==> src/rtl/seq_restoring_divider_pkg.sv <==
// ----------------------------------------------------------------------------
// seq_restoring_divider_pkg
// Shared definitions for the sequential restoring divider:
//   divState_t     - FSM state encoding (IDLE / CALC / DONE)
//   WIDTH_DEFAULT  - default operand width
//   cntWidth()     - bit-counter width for a given operand width
//   CNT_W          - counter width at the default operand width
//   DIV0_QUOTIENT  - all-ones quotient returned on divide-by-zero
//                    (slice the low WIDTH bits)
// ----------------------------------------------------------------------------
package seq_restoring_divider_pkg;

   typedef enum logic [1:0] {
      IDLE = 2'd0,
      CALC = 2'd1,
      DONE = 2'd2
   } divState_t;

   localparam int WIDTH_DEFAULT = 8;

   // Counter must hold WIDTH-1; $clog2 is already >= 1 for the legal range 2..32.
   function automatic int cntWidth(input int w);
      return $clog2(w);
   endfunction

   localparam int CNT_W = cntWidth(WIDTH_DEFAULT);

   localparam logic [31:0] DIV0_QUOTIENT = 32'hFFFF_FFFF;

endpackage

==> src/rtl/seq_restoring_divider_div_sub_step.sv <==
// ----------------------------------------------------------------------------
// div_sub_step
// Combinational N-bit ripple borrow-chain subtractor used once per quotient
// bit by the divider.
// Ports:
//   minuend    [N-1:0] in  - shifted partial remainder
//   subtrahend [N-1:0] in  - zero-extended divisor
//   difference [N-1:0] out - minuend - subtrahend (mod 2^N)
//   borrowOut          out - 1 when minuend < subtrahend
// ----------------------------------------------------------------------------
module div_sub_step #(
   parameter int N = 9
) (
   input  logic [N-1:0] minuend,
   input  logic [N-1:0] subtrahend,
   output logic [N-1:0] difference,
   output logic         borrowOut
);

   logic [N:0] borrowChain;

   assign borrowChain[0] = 1'b0;

   generate
      for (genvar gi = 0; gi < N; gi++) begin : gBit
         assign difference[gi]    = minuend[gi] ^ subtrahend[gi] ^ borrowChain[gi];
         // Borrow out when a<b, or a==b with a borrow coming in.
         assign borrowChain[gi+1] = (~minuend[gi] & subtrahend[gi])
                                  | (~(minuend[gi] ^ subtrahend[gi]) & borrowChain[gi]);
      end
   endgenerate

   assign borrowOut = borrowChain[N];

endmodule

==> src/rtl/seq_restoring_divider.sv <==
// ----------------------------------------------------------------------------
// seq_restoring_divider
// Multi-cycle restoring divider: one quotient bit per clock through a shared
// (WIDTH+1)-bit subtract step, sequenced by an IDLE/CALC/DONE FSM.
// Optional build macro: SEQ_DIVIDER_SIGNED_EN (two's complement operands;
// quotient negated when signs differ, remainder takes the dividend sign).
// Ports:
//   clk, rst_n              - clock, asynchronous active-low reset
//   in_valid / in_ready     - operand handshake (accept when both high)
//   dividend, divisor       - operands, sampled only at the accept edge
//   out_valid / out_ready   - result handshake; result held until taken
//   quotient, remainder     - result
//   div_by_zero             - result came from a zero divisor
// ----------------------------------------------------------------------------
module seq_restoring_divider
   import seq_restoring_divider_pkg::*;
#(
   parameter int WIDTH = 8
) (
   input  logic             clk,
   input  logic             rst_n,
   input  logic             in_valid,
   output logic             in_ready,
   input  logic [WIDTH-1:0] dividend,
   input  logic [WIDTH-1:0] divisor,
   output logic             out_valid,
   input  logic             out_ready,
   output logic [WIDTH-1:0] quotient,
   output logic [WIDTH-1:0] remainder,
   output logic             div_by_zero
);

   localparam int cntW = cntWidth(WIDTH);
   localparam logic [cntW-1:0] lastBit = cntW'(WIDTH - 1);

   divState_t        state, stateNext;
   logic             accept;
   logic             divZero;

   logic [WIDTH:0]   remReg;     // partial remainder, one spare bit for the shift
   logic [WIDTH-1:0] shiftReg;   // dividend shifts out, quotient shifts in
   logic [WIDTH-1:0] divReg;
   logic [cntW-1:0]  count;
   logic             dbzReg;

   logic [WIDTH-1:0] dividendMag;
   logic [WIDTH-1:0] divisorMag;

   logic [WIDTH:0]   shifted;
   logic [WIDTH:0]   trial;
   logic             borrow;

   // After a restore step the remainder is below the divisor, so its top bit
   // is always zero and is never fed back.
   logic             unusedRemMsb;
   assign unusedRemMsb = remReg[WIDTH];

   assign divZero = (divisor == '0);

`ifdef SEQ_DIVIDER_SIGNED_EN
   logic negQReg;
   logic negRReg;

   // Magnitude of MIN is MIN itself, which reads correctly as unsigned.
   assign dividendMag = dividend[WIDTH-1] ? (~dividend + 1'b1) : dividend;
   assign divisorMag  = divisor[WIDTH-1]  ? (~divisor + 1'b1)  : divisor;

   always_ff @(posedge clk or negedge rst_n) begin
      if (!rst_n) begin
         negQReg <= 1'b0;
         negRReg <= 1'b0;
      end else if (accept) begin
         // Divide-by-zero results are loaded raw, so no output negation.
         negQReg <= !divZero && (dividend[WIDTH-1] ^ divisor[WIDTH-1]);
         negRReg <= !divZero && dividend[WIDTH-1];
      end
   end

   assign quotient  = negQReg ? (~shiftReg + 1'b1) : shiftReg;
   assign remainder = negRReg ? (~remReg[WIDTH-1:0] + 1'b1) : remReg[WIDTH-1:0];
`else
   assign dividendMag = dividend;
   assign divisorMag  = divisor;
   assign quotient    = shiftReg;
   assign remainder   = remReg[WIDTH-1:0];
`endif

   assign div_by_zero = dbzReg;

   // Shift in the next dividend bit, then try to subtract the divisor.
   assign shifted = {remReg[WIDTH-1:0], shiftReg[WIDTH-1]};

   div_sub_step #(
      .N(WIDTH + 1)
   ) uSubStep (
      .minuend    (shifted),
      .subtrahend ({1'b0, divReg}),
      .difference (trial),
      .borrowOut  (borrow)
   );

   // ---------------------------------------------------------------- FSM
   always_ff @(posedge clk or negedge rst_n) begin
      if (!rst_n) begin
         state <= IDLE;
      end else begin
         state <= stateNext;
      end
   end

   always_comb begin
      stateNext = state;
      in_ready  = 1'b0;
      out_valid = 1'b0;
      accept    = 1'b0;
      case (state)
         IDLE: begin
            in_ready = 1'b1;
            if (in_valid) begin
               accept    = 1'b1;
               stateNext = divZero ? DONE : CALC;
            end
         end
         CALC: begin
            if (count == '0) begin
               stateNext = DONE;
            end
         end
         DONE: begin
            out_valid = 1'b1;
            if (out_ready) begin
               stateNext = IDLE;
            end
         end
         default: stateNext = IDLE;
      endcase
   end

   // ----------------------------------------------------------- datapath
   always_ff @(posedge clk or negedge rst_n) begin
      if (!rst_n) begin
         remReg   <= '0;
         shiftReg <= '0;
         divReg   <= '0;
         count    <= '0;
         dbzReg   <= 1'b0;
      end else if (accept) begin
         divReg <= divisorMag;
         dbzReg <= divZero;
         count  <= lastBit;
         if (divZero) begin
            shiftReg <= DIV0_QUOTIENT[WIDTH-1:0];
            remReg   <= {1'b0, dividend};
         end else begin
            shiftReg <= dividendMag;
            remReg   <= '0;
         end
      end else if (state == CALC) begin
         // Restore (keep the shifted value) when the trial subtract borrowed.
         remReg   <= borrow ? shifted : trial;
         shiftReg <= {shiftReg[WIDTH-2:0], ~borrow};
         if (count != '0) begin
            count <= count - 1'b1;
         end
      end
   end

endmodule

==> config.mk <==
export PLATFORM = sky130hd
export DESIGN_NAME = seq_restoring_divider
export DESIGN_NICKNAME = d
export VERILOG_FILES = /design/src/rtl/seq_restoring_divider_pkg.sv /design/src/rtl/seq_restoring_divider_div_sub_step.sv /design/src/rtl/seq_restoring_divider.sv
export SDC_FILE = /design/constraint.sdc
export NUM_CORES = 1
export LEC_CHECK = 0
export CORE_ASPECT_RATIO = 1.4
export CORE_UTILIZATION = 50
export DETAILED_ROUTE_END_ITERATION = 7
export MAX_ROUTING_LAYER = met4
export PLACE_DENSITY = 0.83
export SYNTH_ARGS = -nofsm -noshare
export SYNTH_HDL_FRONTEND = slang
export SYNTH_SLANG_ARGS = --single-unit
export TNS_END_PERCENT = 10
==> constraint.sdc <==
create_clock -name clk -period 4.9 [get_ports clk]
set_input_delay 0.98 -clock clk [delete_from_list [all_inputs] [get_ports clk]]
set_output_delay 0.98 -clock clk [all_outputs]
set_load 0.05 [all_outputs]
### Word level (Yosys, flattened, before mapping)

Cells that the tools add are included.

* register bits after elaboration: 30
* output and inout bits: 19
* logic and storage cells: 94

* add/subtract/negate cells: 1
* equal/unequal tests: 5
* mux-type cells: 19
* bitwise logic cells: 55
* reductions and logical operators: 8

Operators by type and width (count)
* $mux W8: 7
* $not A1 Y1: 17
* $and A1 B1 Y1: 16
* $xor A1 B1 Y1: 15
* $mux W3: 3
* $logic_not A8 Y1: 1
* $mux W2: 4
* $or A1 B1 Y1: 7
* $ne A2 B2 Y1 const B: 3
* $pmux W2 S3: 1
* $mux W1: 4
* $reduce_bool A2 Y1: 2
* $logic_not A3 Y1: 1
* $reduce_and A3 Y1: 1
* $reduce_bool A3 Y1: 1
* $sub A3 B1 Y3 const B: 1
* $eq A2 B1 Y1 const B: 1
* $eq A2 B2 Y1 const B: 1
* $logic_not A2 Y1: 1
* $reduce_and A2 Y1: 1

### Depth between registers and ports, before layout

Gate-level depths: netlist of the first run.

* word-level depth: 20
* depth in mapped cells: 13
* mapped depth without buffers: 12

### Cells and area by module

Synthesis of the first run repeated with hierarchy kept, for this count alone.

* cells, all modules: 189
* area, all modules: 1776.7 um2

Modules (own cells, without submodules)
* seq_restoring_divider: times used 1, cells an instance 160, area each 1529.0 um2
* div_sub_step: times used 1, cells an instance 29, area each 247.7 um2

### Worst setup path before layout of the first run

Ideal clock, no wire load.

* path kind: register to register
* start point: reg shiftReg[7] (netlist: quotient[7])
* end point: reg remReg[3]
* arrival time: 4.274 ns
* required time: 4.773 ns
* path slack: 0.499 ns
* cell stages (with the launch flop): 14
* clock period less this slack: 4.401 ns
* cell sequence: dfrtp_1 > inv_1 > ha_1 > fa_1 > fa_1 > fa_1 > fa_1 > fa_1 > fa_1 > fa_1 > nand2b_1 > clkbuf_2 > a211oi_1 > a221o_2

* cells in the longest elaborated chain, start to end: 20
* elaborated cells on any way between the ends: 21

Ends and longest elaborated chain
* from (decl): line seq_restoring_divider.sv:41 `logic [WIDTH-1:0] shiftReg;`
* from (signal assigned): line seq_restoring_divider.sv:152 `shiftReg <= DIV0_QUOTIENT[WIDTH-1:0];`
* from (signal assigned): line seq_restoring_divider.sv:155 `shiftReg <= dividendMag;`
* from (signal assigned): line seq_restoring_divider.sv:161 `shiftReg <= {shiftReg[WIDTH-2:0], ~borrow};`
* $not A1 Y1 *: line seq_restoring_divider_div_sub_step.sv:28 `assign borrowChain[gi+1] = (~minuend[gi] & subtrahend[gi])`
* $and A1 B1 Y1 *: line seq_restoring_divider_div_sub_step.sv:28
* $and A1 B1 Y1 *: line seq_restoring_divider_div_sub_step.sv:29 `| (~(minuend[gi] ^ subtrahend[gi]) & borrowChain[gi]);`
* $or A1 B1 Y1 *: line seq_restoring_divider_div_sub_step.sv:29
* $and A1 B1 Y1 *: line seq_restoring_divider_div_sub_step.sv:29
* $or A1 B1 Y1 *: line seq_restoring_divider_div_sub_step.sv:29
* $and A1 B1 Y1: line seq_restoring_divider_div_sub_step.sv:29
* $or A1 B1 Y1: line seq_restoring_divider_div_sub_step.sv:29
* [... 4 more ...]
* $and A1 B1 Y1: line seq_restoring_divider_div_sub_step.sv:29
* $or A1 B1 Y1: line seq_restoring_divider_div_sub_step.sv:29
* $and A1 B1 Y1: line seq_restoring_divider_div_sub_step.sv:29
* $or A1 B1 Y1: line seq_restoring_divider_div_sub_step.sv:29
* $and A1 B1 Y1: line seq_restoring_divider_div_sub_step.sv:29
* $mux W8 *: line seq_restoring_divider.sv:160 `remReg <= borrow ? shifted : trial;`
* $mux W8 *: line seq_restoring_divider.sv:158 `end else if (state == CALC) begin`
* $mux W8 *: line seq_restoring_divider.sv:147 `end else if (accept) begin`
* to (signal assigned): line seq_restoring_divider.sv:153 `remReg <= {1'b0, dividend};`
* to (signal assigned): line seq_restoring_divider.sv:160
* to (decl): line seq_restoring_divider.sv:40 `logic [WIDTH:0] remReg;`

Every way passes the cells marked *; elsewhere a longest branch is shown, timed or not. The select of a mux whose other input is x is not followed.
A chain may end at the register's enable or synchronous reset.

### Final worst setup path of the first run

* start point: reg shiftReg[7] (netlist: quotient[7])
* end point: reg remReg[0]

* cells in the longest elaborated chain, start to end: 20
* elaborated cells on any way between the ends: 21

Ends and longest elaborated chain (line)
* $not A1 Y1: seq_restoring_divider_div_sub_step.sv:28
* $and A1 B1 Y1: seq_restoring_divider_div_sub_step.sv:28
* $and A1 B1 Y1: seq_restoring_divider_div_sub_step.sv:29
* $or A1 B1 Y1: seq_restoring_divider_div_sub_step.sv:29
* $and A1 B1 Y1: seq_restoring_divider_div_sub_step.sv:29
* $or A1 B1 Y1: seq_restoring_divider_div_sub_step.sv:29
* $and A1 B1 Y1: seq_restoring_divider_div_sub_step.sv:29
* $or A1 B1 Y1: seq_restoring_divider_div_sub_step.sv:29
* [... 4 more ...]
* $and A1 B1 Y1: seq_restoring_divider_div_sub_step.sv:29
* $or A1 B1 Y1: seq_restoring_divider_div_sub_step.sv:29
* $and A1 B1 Y1: seq_restoring_divider_div_sub_step.sv:29
* $or A1 B1 Y1: seq_restoring_divider_div_sub_step.sv:29
* $and A1 B1 Y1: seq_restoring_divider_div_sub_step.sv:29
* $mux W8 *: seq_restoring_divider.sv:160
* $mux W8 *: seq_restoring_divider.sv:158
* $mux W8 *: seq_restoring_divider.sv:147

Marked as above.

==> results of run 1 <==
## kinds of logic (layout without fill, tap and decap cells)
family / count (synthesis) / count (layout) / synth area share [%]
adder cells (fa/ha/maj): 10 / 10 / 10.30
AND/OR/NAND/NOR: 58 / 58 / 19.23
flip-flops: 30 / 30 / 43.54
buffers and inverters: 22 / 60 / 5.660
AO/OA/AOI/OAI: 47 / 47 / 21.26
## worst max path at each step
stage | start | endpoint | slack (ns) | cells past startpoint
CTS | quotient[7]$_DFFE_PN0P_ | remReg[0]$_DFFE_PN0P_ | 0.48 | 12
floorplan | quotient[7]$_DFFE_PN0P_ | remReg[3]$_DFFE_PN0P_ | 0.50 | 13
global route | quotient[7]$_DFFE_PN0P_ | remReg[7]$_DFFE_PN0P_ | 0.31 | 12
global placement | quotient[7]$_DFFE_PN0P_ | remReg[0]$_DFFE_PN0P_ | 0.65 | 12
finish | quotient[7]$_DFFE_PN0P_ | remReg[0]$_DFFE_PN0P_ | 0.46 | 12
detailed placement | quotient[7]$_DFFE_PN0P_ | remReg[2]$_DFFE_PN0P_ | 0.48 | 12
## cell type report
class	count	area [sq um]	share of cell area, %
clock buffers	7	86.33	3.918
well taps	39	48.80	2.215
clock inverters	1	5.005	0.2271
flip-flops and latches	30	750.7	34.07
repair buffers	39	387.9	17.60
inverters	13	48.80	2.215
multi-input cells	115	875.8	39.75
## layer usage
metal	global-route usage, %	vias to the layer above	share of wire, %
met4	9.610	0	1.7
met2	44.88	45	55
li1	-	675	-
met5	-	-	0
met1	29.89	706	39
met3	6.582	5	4.4
## critical path, delay by kind of cell (launching register included)
family	cells	cell delay (ns)
flops	1	0.40
simple gates	1	0.30
buf+inv	1	0.06
fa+ha+maj	8	3.11
compound gates	2	0.47
## flip-flops by register name, summed over array words and instances, names as in the netlist
signal	flops
divReg	8
quotient	8
remReg	8
count	3
state	2
div_by_zero	1
## power breakdown
part / total [mW] / switching (mW) / internal [mW]
clock network: 0.206 / 0.0926 / 0.113
logic: 1.07 / 0.616 / 0.453
registers: 0.511 / 0.138 / 0.373
total: 1.79 / 0.847 / 0.939
## cells in the mapped netlist
| library cell | number | area [sq um] |
|---|---|---|
| a211oi_1 | 15 | 112.6 |
| a21o_2 | 1 | 8.760 |
| a21oi_1 | 8 | 40.04 |
| a221o_2 | 9 | 101.4 |
| a221oi_1 | 1 | 8.760 |
| and3_1 | 1 | 6.260 |
| buf_2 | 5 | 25.02 |
| buf_6 | 1 | 11.26 |
| clkbuf_1 | 2 | 7.510 |
| clkbuf_2 | 1 | 5.000 |
| dfrtp_1 | 30 | 750.7 |
| fa_1 | 7 | 140.1 |
| ha_1 | 3 | 37.54 |
| inv_1 | 13 | 48.80 |
| nand2_1 | 31 | 116.4 |
| nand2b_1 | 3 | 18.77 |
| nand3_1 | 2 | 10.01 |
| nor2_1 | 3 | 11.26 |
| nor2b_1 | 4 | 25.02 |
| nor3b_1 | 8 | 60.06 |
| nor3b_4 | 1 | 18.77 |
| nor4_4 | 2 | 42.54 |
| o21ai_0 | 3 | 15.01 |
| o21bai_1 | 1 | 7.510 |
| o21bai_2 | 1 | 11.26 |
| o311ai_0 | 1 | 8.760 |
| o31ai_1 | 7 | 52.55 |
| or3_1 | 1 | 6.260 |
| or3b_2 | 1 | 8.760 |
| or4_1 | 1 | 7.510 |
==> impl_metrics.env, run 1 <==
export IMPL_outcome="complete, no violations"
export IMPL_placed_area_sq_um=2112
export IMPL_routed_wl_mm=3.991
export IMPL_ys_warn_count=0
export IMPL_slowest_stage="fa_1"
export IMPL_clockBufferDepth=2
export IMPL_r2r_slack_ns=0.46
export IMPL_ys_ff_latch=30
export IMPL_min_to="div_by_zero$_DFFE_PN0P_"
export IMPL_die_area_sq_um=3691
export IMPL_chipHeight_um=71.48
export IMPL_worstMarginPinSlew_ns=0.6972
export IMPL_fin_util_pct=68.57
export IMPL_cellPowerDensity_nw_per_um2=810.7
export IMPL_clock_skew_ns=0.006728
export IMPL_finalHoldViolCount=0
export IMPL_crit_chain="inv_1 > ha_1 > fa_1 > fa_1 > fa_1 > fa_1 > fa_1 > fa_1 > fa_1 > nand2b_1 > a211oi_1 > a221o_2"
export IMPL_syn_nets=197
export IMPL_syn_area_per_cell_sq_um=10.32
export IMPL_r2r_end="remReg[0]$_DFFE_PN0P_"
export IMPL_numCtsBuffers=5
export IMPL_finalPower_mw=1.786
export IMPL_fill_cells=268
export IMPL_gp_congestion=0.8138
export IMPL_dr_first_iter_drc_count=44
export IMPL_initial_core_util_pct=53.66
export IMPL_viasPerCell=5.865
export IMPL_num_vias=1431
export IMPL_area_delta_synth_final_pct=27.79
export IMPL_leakage_nw=0.9395
export IMPL_criticalPathCategory="flip-flop to flip-flop"
export IMPL_nNetsFinal=234
export IMPL_cts_clk_slew_worst_paths_ns=0.06
export IMPL_coreArea_sq_um=3213
export IMPL_die_width_um=51.63
export IMPL_slew_violations=0
export IMPL_postRouteAntennaNets=0
export IMPL_finalSetupViolCount=0
export IMPL_worstSkewPairLatency_ns=0.29
export IMPL_rows=24
export IMPL_root_buffer="clkbuf_8"
export IMPL_crit_fanout=9
export IMPL_fin_crit_sh_pct=90.68
export IMPL_yosysSeqAreaShare_pct=43.54
export IMPL_maxCapViolCount=0
export IMPL_synth_cell_types=30
export IMPL_grt_pass1_vias=1457
export IMPL_final_cell_mix="38 x clkdlybuf4s50_1, 31 x nand2_1, 30 x dfrtp_1, 15 x a211oi_1, 13 x inv_1"
export IMPL_end_kind="flip-flop"
export IMPL_cp_arrival_ns=4.62
export IMPL_instances_no_fill=244
export IMPL_post_cts_buffers=0
export IMPL_fin_tns_setup_ns=0
export IMPL_peakVddDrop_uv=437.3
export IMPL_synth_area_sq_um=1724
export IMPL_grt_overflow=0
export IMPL_final_common_cell="clkdlybuf4s50_1"
export IMPL_hold_ws_ns=0.4858
export IMPL_grt_use_total_pct=26.57
export IMPL_design_area_sq_um=2203
export IMPL_hold_depth=1
export IMPL_pre_cts_slack_ns=0.4822
export IMPL_diodes=0
export IMPL_syn_inst=167
export IMPL_worstHoldStart="div_by_zero$_DFFE_PN0P_"
export IMPL_path_common_cell="fa_1"
export IMPL_worst_path_largest_cell_delay_ns=0.50
export IMPL_setup_slack_ns=0.4568
export IMPL_cts_num_sinks=30
export IMPL_antenna_found_initial=0
export IMPL_drive_gt1_share_pct=11.22
export IMPL_h_tree_depth=2
export IMPL_period_minus_slack_ns=4.443
export IMPL_cp_required_ns=5.07
export IMPL_grt_max_degree=31
export IMPL_hold_path_class="flip-flop to flip-flop"
export IMPL_io_buffers=38
export IMPL_cts_tree="built"
export IMPL_timing_rr_start="quotient[7]$_DFFE_PN0P_"
export IMPL_start_kind="flip-flop"
export IMPL_grt_pass1_wl_mm=6.920
export IMPL_place_hpwl_mm=3.064
export IMPL_cts_resized=0
export IMPL_rsz0062_at_grt="no"
export IMPL_io_pins=39
export IMPL_relSlewSlack_pct=53.49
export IMPL_firstDrtPassIters=4
export IMPL_max_freq_ghz=0.2251
export IMPL_ctsHoldBuffers=0
export IMPL_dp_cells=236
export IMPL_r2r_cells=12
export IMPL_drcViolationCount=0
export IMPL_wire_per_inst_um=16.36
No activity file was read; power rests on OpenSTA's default activity.
==> run 2: changes to the inputs <==
- PLACE_DENSITY: 0.83 -> 0.82
- SYNTH_HIERARCHICAL: default -> 1
==> run 2 against run 1 <==
Against the previous run: critical path depth increased by 5; clock power about the same; routed wire length decreased by 7.5%; cell count increased by 9.0%; sequential cell count unchanged; combinational power decreased by 5%; clock-buffer cell count unchanged; setup slack improved by 0.10 ns; sequential share of layout area decreased by 0.72 points.
==> impl_metrics.env, run 2 <==
export IMPL_outcome="complete, no violations"
export IMPL_ys_async_sr_fraction_pct=100.0
export IMPL_clockBufferDepth=2
export IMPL_chipHeight_um=72.53
export IMPL_synthTopCellsByArea="dfrtp_1 42%, fa_1 9.0%, nand2_1 7.0%"
export IMPL_fin_crit_sh_pct=88.62
export IMPL_power_switching_uw=815.6
export IMPL_drcViolationCount=0
export IMPL_synth_edf_count=0
export IMPL_synth_compound_area_share_pct=17.82
export IMPL_ys_warn_count=6
export IMPL_p_int_uw=891.6
export IMPL_wire_per_inst_um=13.88
export IMPL_fin_util_pct=66.63
export IMPL_post_cts_buffers=0
export IMPL_max_freq_ghz=0.2303
export IMPL_root_buffer="clkbuf_8"
export IMPL_cp_arrival_ns=4.51
export IMPL_crit_fanout=14
export IMPL_yosys_area_share_simple_pct=17.04
export IMPL_synth_common_cells="33 x nand2_1, 31 x inv_1, 30 x dfrtp_1"
export IMPL_grt_pass1_vias=1364
export IMPL_clock_skew_ns=0.002989
export IMPL_grt_pass1_wl_mm=6.354
export IMPL_coreArea_sq_um=3378
export IMPL_place_hpwl_mm=2.749
export IMPL_antenna_found_initial=0
export IMPL_drive_gt1_share_pct=7.965
export IMPL_relSlewSlack_pct=26.23
export IMPL_r2r_end="remReg[0]$_DFFE_PN0P_"
export IMPL_cts_num_sinks=30
export IMPL_finalHoldViolCount=0
export IMPL_synth_main_ff_cell="dfrtp_1"
export IMPL_setup_slack_ns=0.5575
export IMPL_start_kind="flip-flop"
export IMPL_criticalPathCategory="flip-flop to flip-flop"
export IMPL_io_pins=39
export IMPL_dr_first_iter_drc_count=32
export IMPL_leakage_nw=1.026
export IMPL_grt_max_degree=31
export IMPL_min_to="div_by_zero$_DFFE_PN0P_"
export IMPL_initial_core_util_pct=52.59
export IMPL_ys_ff_latch=30
export IMPL_finalSetupViolCount=0
export IMPL_grt_use_total_pct=23.81
export IMPL_p_comb_share_pct=59.5
export IMPL_seqPwrFrac_pct=28.6
export IMPL_hold_path_class="flip-flop to flip-flop"
export IMPL_yosysMostFrequentCell="nand2_1"
export IMPL_die_area_sq_um=3799
export IMPL_cts_resized=0
export IMPL_yosysSeqAreaShare_pct=42.25
export IMPL_num_vias=1423
export IMPL_startpoint="quotient[7]$_DFFE_PN0P_"
export IMPL_diodes=0
export IMPL_syn_area_per_cell_sq_um=9.401
export IMPL_io_buffers=38
export IMPL_cellPowerDensity_nw_per_um2=758.5
export IMPL_hold_ws_ns=0.4797
export IMPL_firstDrtPassIters=4
export IMPL_synth_cell_types=35
export IMPL_hold_depth=2
export IMPL_finalPower_mw=1.707
export IMPL_cts_tree="built"
export IMPL_end_kind="flip-flop"
export IMPL_peakVddDrop_uv=480.7
export IMPL_period_minus_slack_ns=4.342
export IMPL_timing_rr_start="quotient[7]$_DFFE_PN0P_"
export IMPL_fill_cells=279
export IMPL_h_tree_depth=2
export IMPL_syn_nets=220
export IMPL_worstHoldStart="div_by_zero$_DFFE_PN0P_"
export IMPL_fin_tns_setup_ns=0
export IMPL_r2r_slack_ns=0.56
export IMPL_multi_input_area_sq_um=854.6
export IMPL_cts_clk_slew_worst_paths_ns=0.06
export IMPL_pre_cts_slack_ns=0.5563
export IMPL_synth_area_sq_um=1777
export IMPL_postRouteAntennaNets=0
export IMPL_worstMarginPinSlew_ns=1.102
export IMPL_synthXorXnorAreaFrac_pct=0
export IMPL_r2r_cells=17
export IMPL_area_delta_synth_final_pct=26.69
export IMPL_rows=25
export IMPL_rsz0062_at_grt="no"
export IMPL_final_common_cell="clkdlybuf4s50_1"
export IMPL_maxCapViolCount=0
export IMPL_switching_share_pct=47.77
export IMPL_synth_top_area_share_pct=42.25
export IMPL_synth_area_mux_share_pct=1.901
export IMPL_numCtsBuffers=5
export IMPL_viasPerCell=5.350
export IMPL_slew_violations=0
export IMPL_worstSkewPairLatency_ns=0.28
export IMPL_synth_adder_area_share_pct=11.13
export IMPL_ctsHoldBuffers=0
export IMPL_syn_inst=189
export IMPL_nNetsFinal=256
export IMPL_clkPwrFrac_pct=11.9
export IMPL_routed_wl_mm=3.693
export IMPL_gp_congestion=0.8157
export IMPL_synth_top_family_by_area="compound AO/OA/AOI/OAI gates"
export IMPL_final_cell_mix="38 x clkdlybuf4s50_1, 33 x nand2_1, 31 x inv_1, 30 x dfrtp_1, 16 x a21oi_1"
export IMPL_cp_required_ns=5.07
export IMPL_yosysTopAreaCell="dfrtp_1"
export IMPL_die_width_um=52.38
export IMPL_seq_area_sq_um=750.7
export IMPL_grt_overflow=0
-- run 2: cell types whose count changed in the layout (fill, tap and decap cells not counted), moves of 7 or more --
cell,delta
o22ai_1,+7
a211oi_1,-10
inv_1,+18
nor3b_1,-8
a21oi_1,+8
a221o_2,-9
o31ai_1,-7
-- run 2: worst max path at each step --
stage / slack [ns] / end / cells after the start
after global routing: 0.20 / remReg[5]$_DFFE_PN0P_ / 17
after floorplan: 0.40 / remReg[1]$_DFFE_PN0P_ / 18
after global placement: 0.69 / remReg[6]$_DFFE_PN0P_ / 17
after CTS: 0.57 / remReg[0]$_DFFE_PN0P_ / 17
final: 0.56 / remReg[0]$_DFFE_PN0P_ / 17
after detailed placement: 0.56 / remReg[0]$_DFFE_PN0P_ / 17
-- run 2: stage by stage --
stage,area [sq um],cells
after global placement,2160,258
after CTS,2251,266
after floorplan,1777,189
after detailed placement,2160,258
after global routing,2251,266
final,2251,266
-- run 2: final cells by class --
class	count	area share (%)
multi-input combinational	118	37.97
sequential	30	33.35
timing repair buffer	39	17.23
inverter	31	5.170
clock buffer	7	3.835
tap	40	2.223
clock inverter	1	0.2223
-- run 2: layer usage --
metal	GRT usage (%)	wire length (um)	up-vias
met5	-	0	-
met4	12.87	103	0
met3	4.193	155	10
met2	38.12	1867	40
met1	27.81	1568	680
li1	-	-	693
-- run 2: power by group through the flow --
stage / logic (mW) / clock network [mW] / registers, mW
floorplan: 0.566 / 0 / 0.672
global placement: 0.999 / 0 / 0.488
detailed placement: 1.02 / 0 / 0.492
CTS: 1.02 / 0.210 / 0.489
global route: 1.13 / 0.220 / 0.506
finish: 1.02 / 0.204 / 0.488
-- run 2: cells by family (layout without fill, tap and decap cells) --
| logic type | Yosys count | in the layout |
|---|---|---|
| compound gates | 46 | 46 |
| fa+ha+maj | 11 | 11 |
| buf+inv | 41 | 78 |
| flops | 30 | 30 |
| mux | 3 | 3 |
| other cells | 1 | 1 |
| simple gates | 57 | 57 |
-- run 2: worst max-delay path, cell delays in order (launching register included) --
cell	delay [ns]
dfrtp_1	0.39
inv_1	0.06
ha_1	0.20
inv_1	0.06
fa_1	0.15
inv_1	0.05
fa_1	0.37
fa_1	0.38
fa_1	0.39
fa_1	0.41
fa_1	0.39
fa_1	0.37
inv_1	0.09
fa_1	0.16
inv_1	0.18
mux2_2	0.33
o21ai_0	0.15
a21oi_1	0.09
==> run 3: changes to the inputs <==
- GPL_ROUTABILITY_DRIVEN: default -> 0
==> results of run 3 <==
Final layout, timing and power as in run 2 (identical DEF).
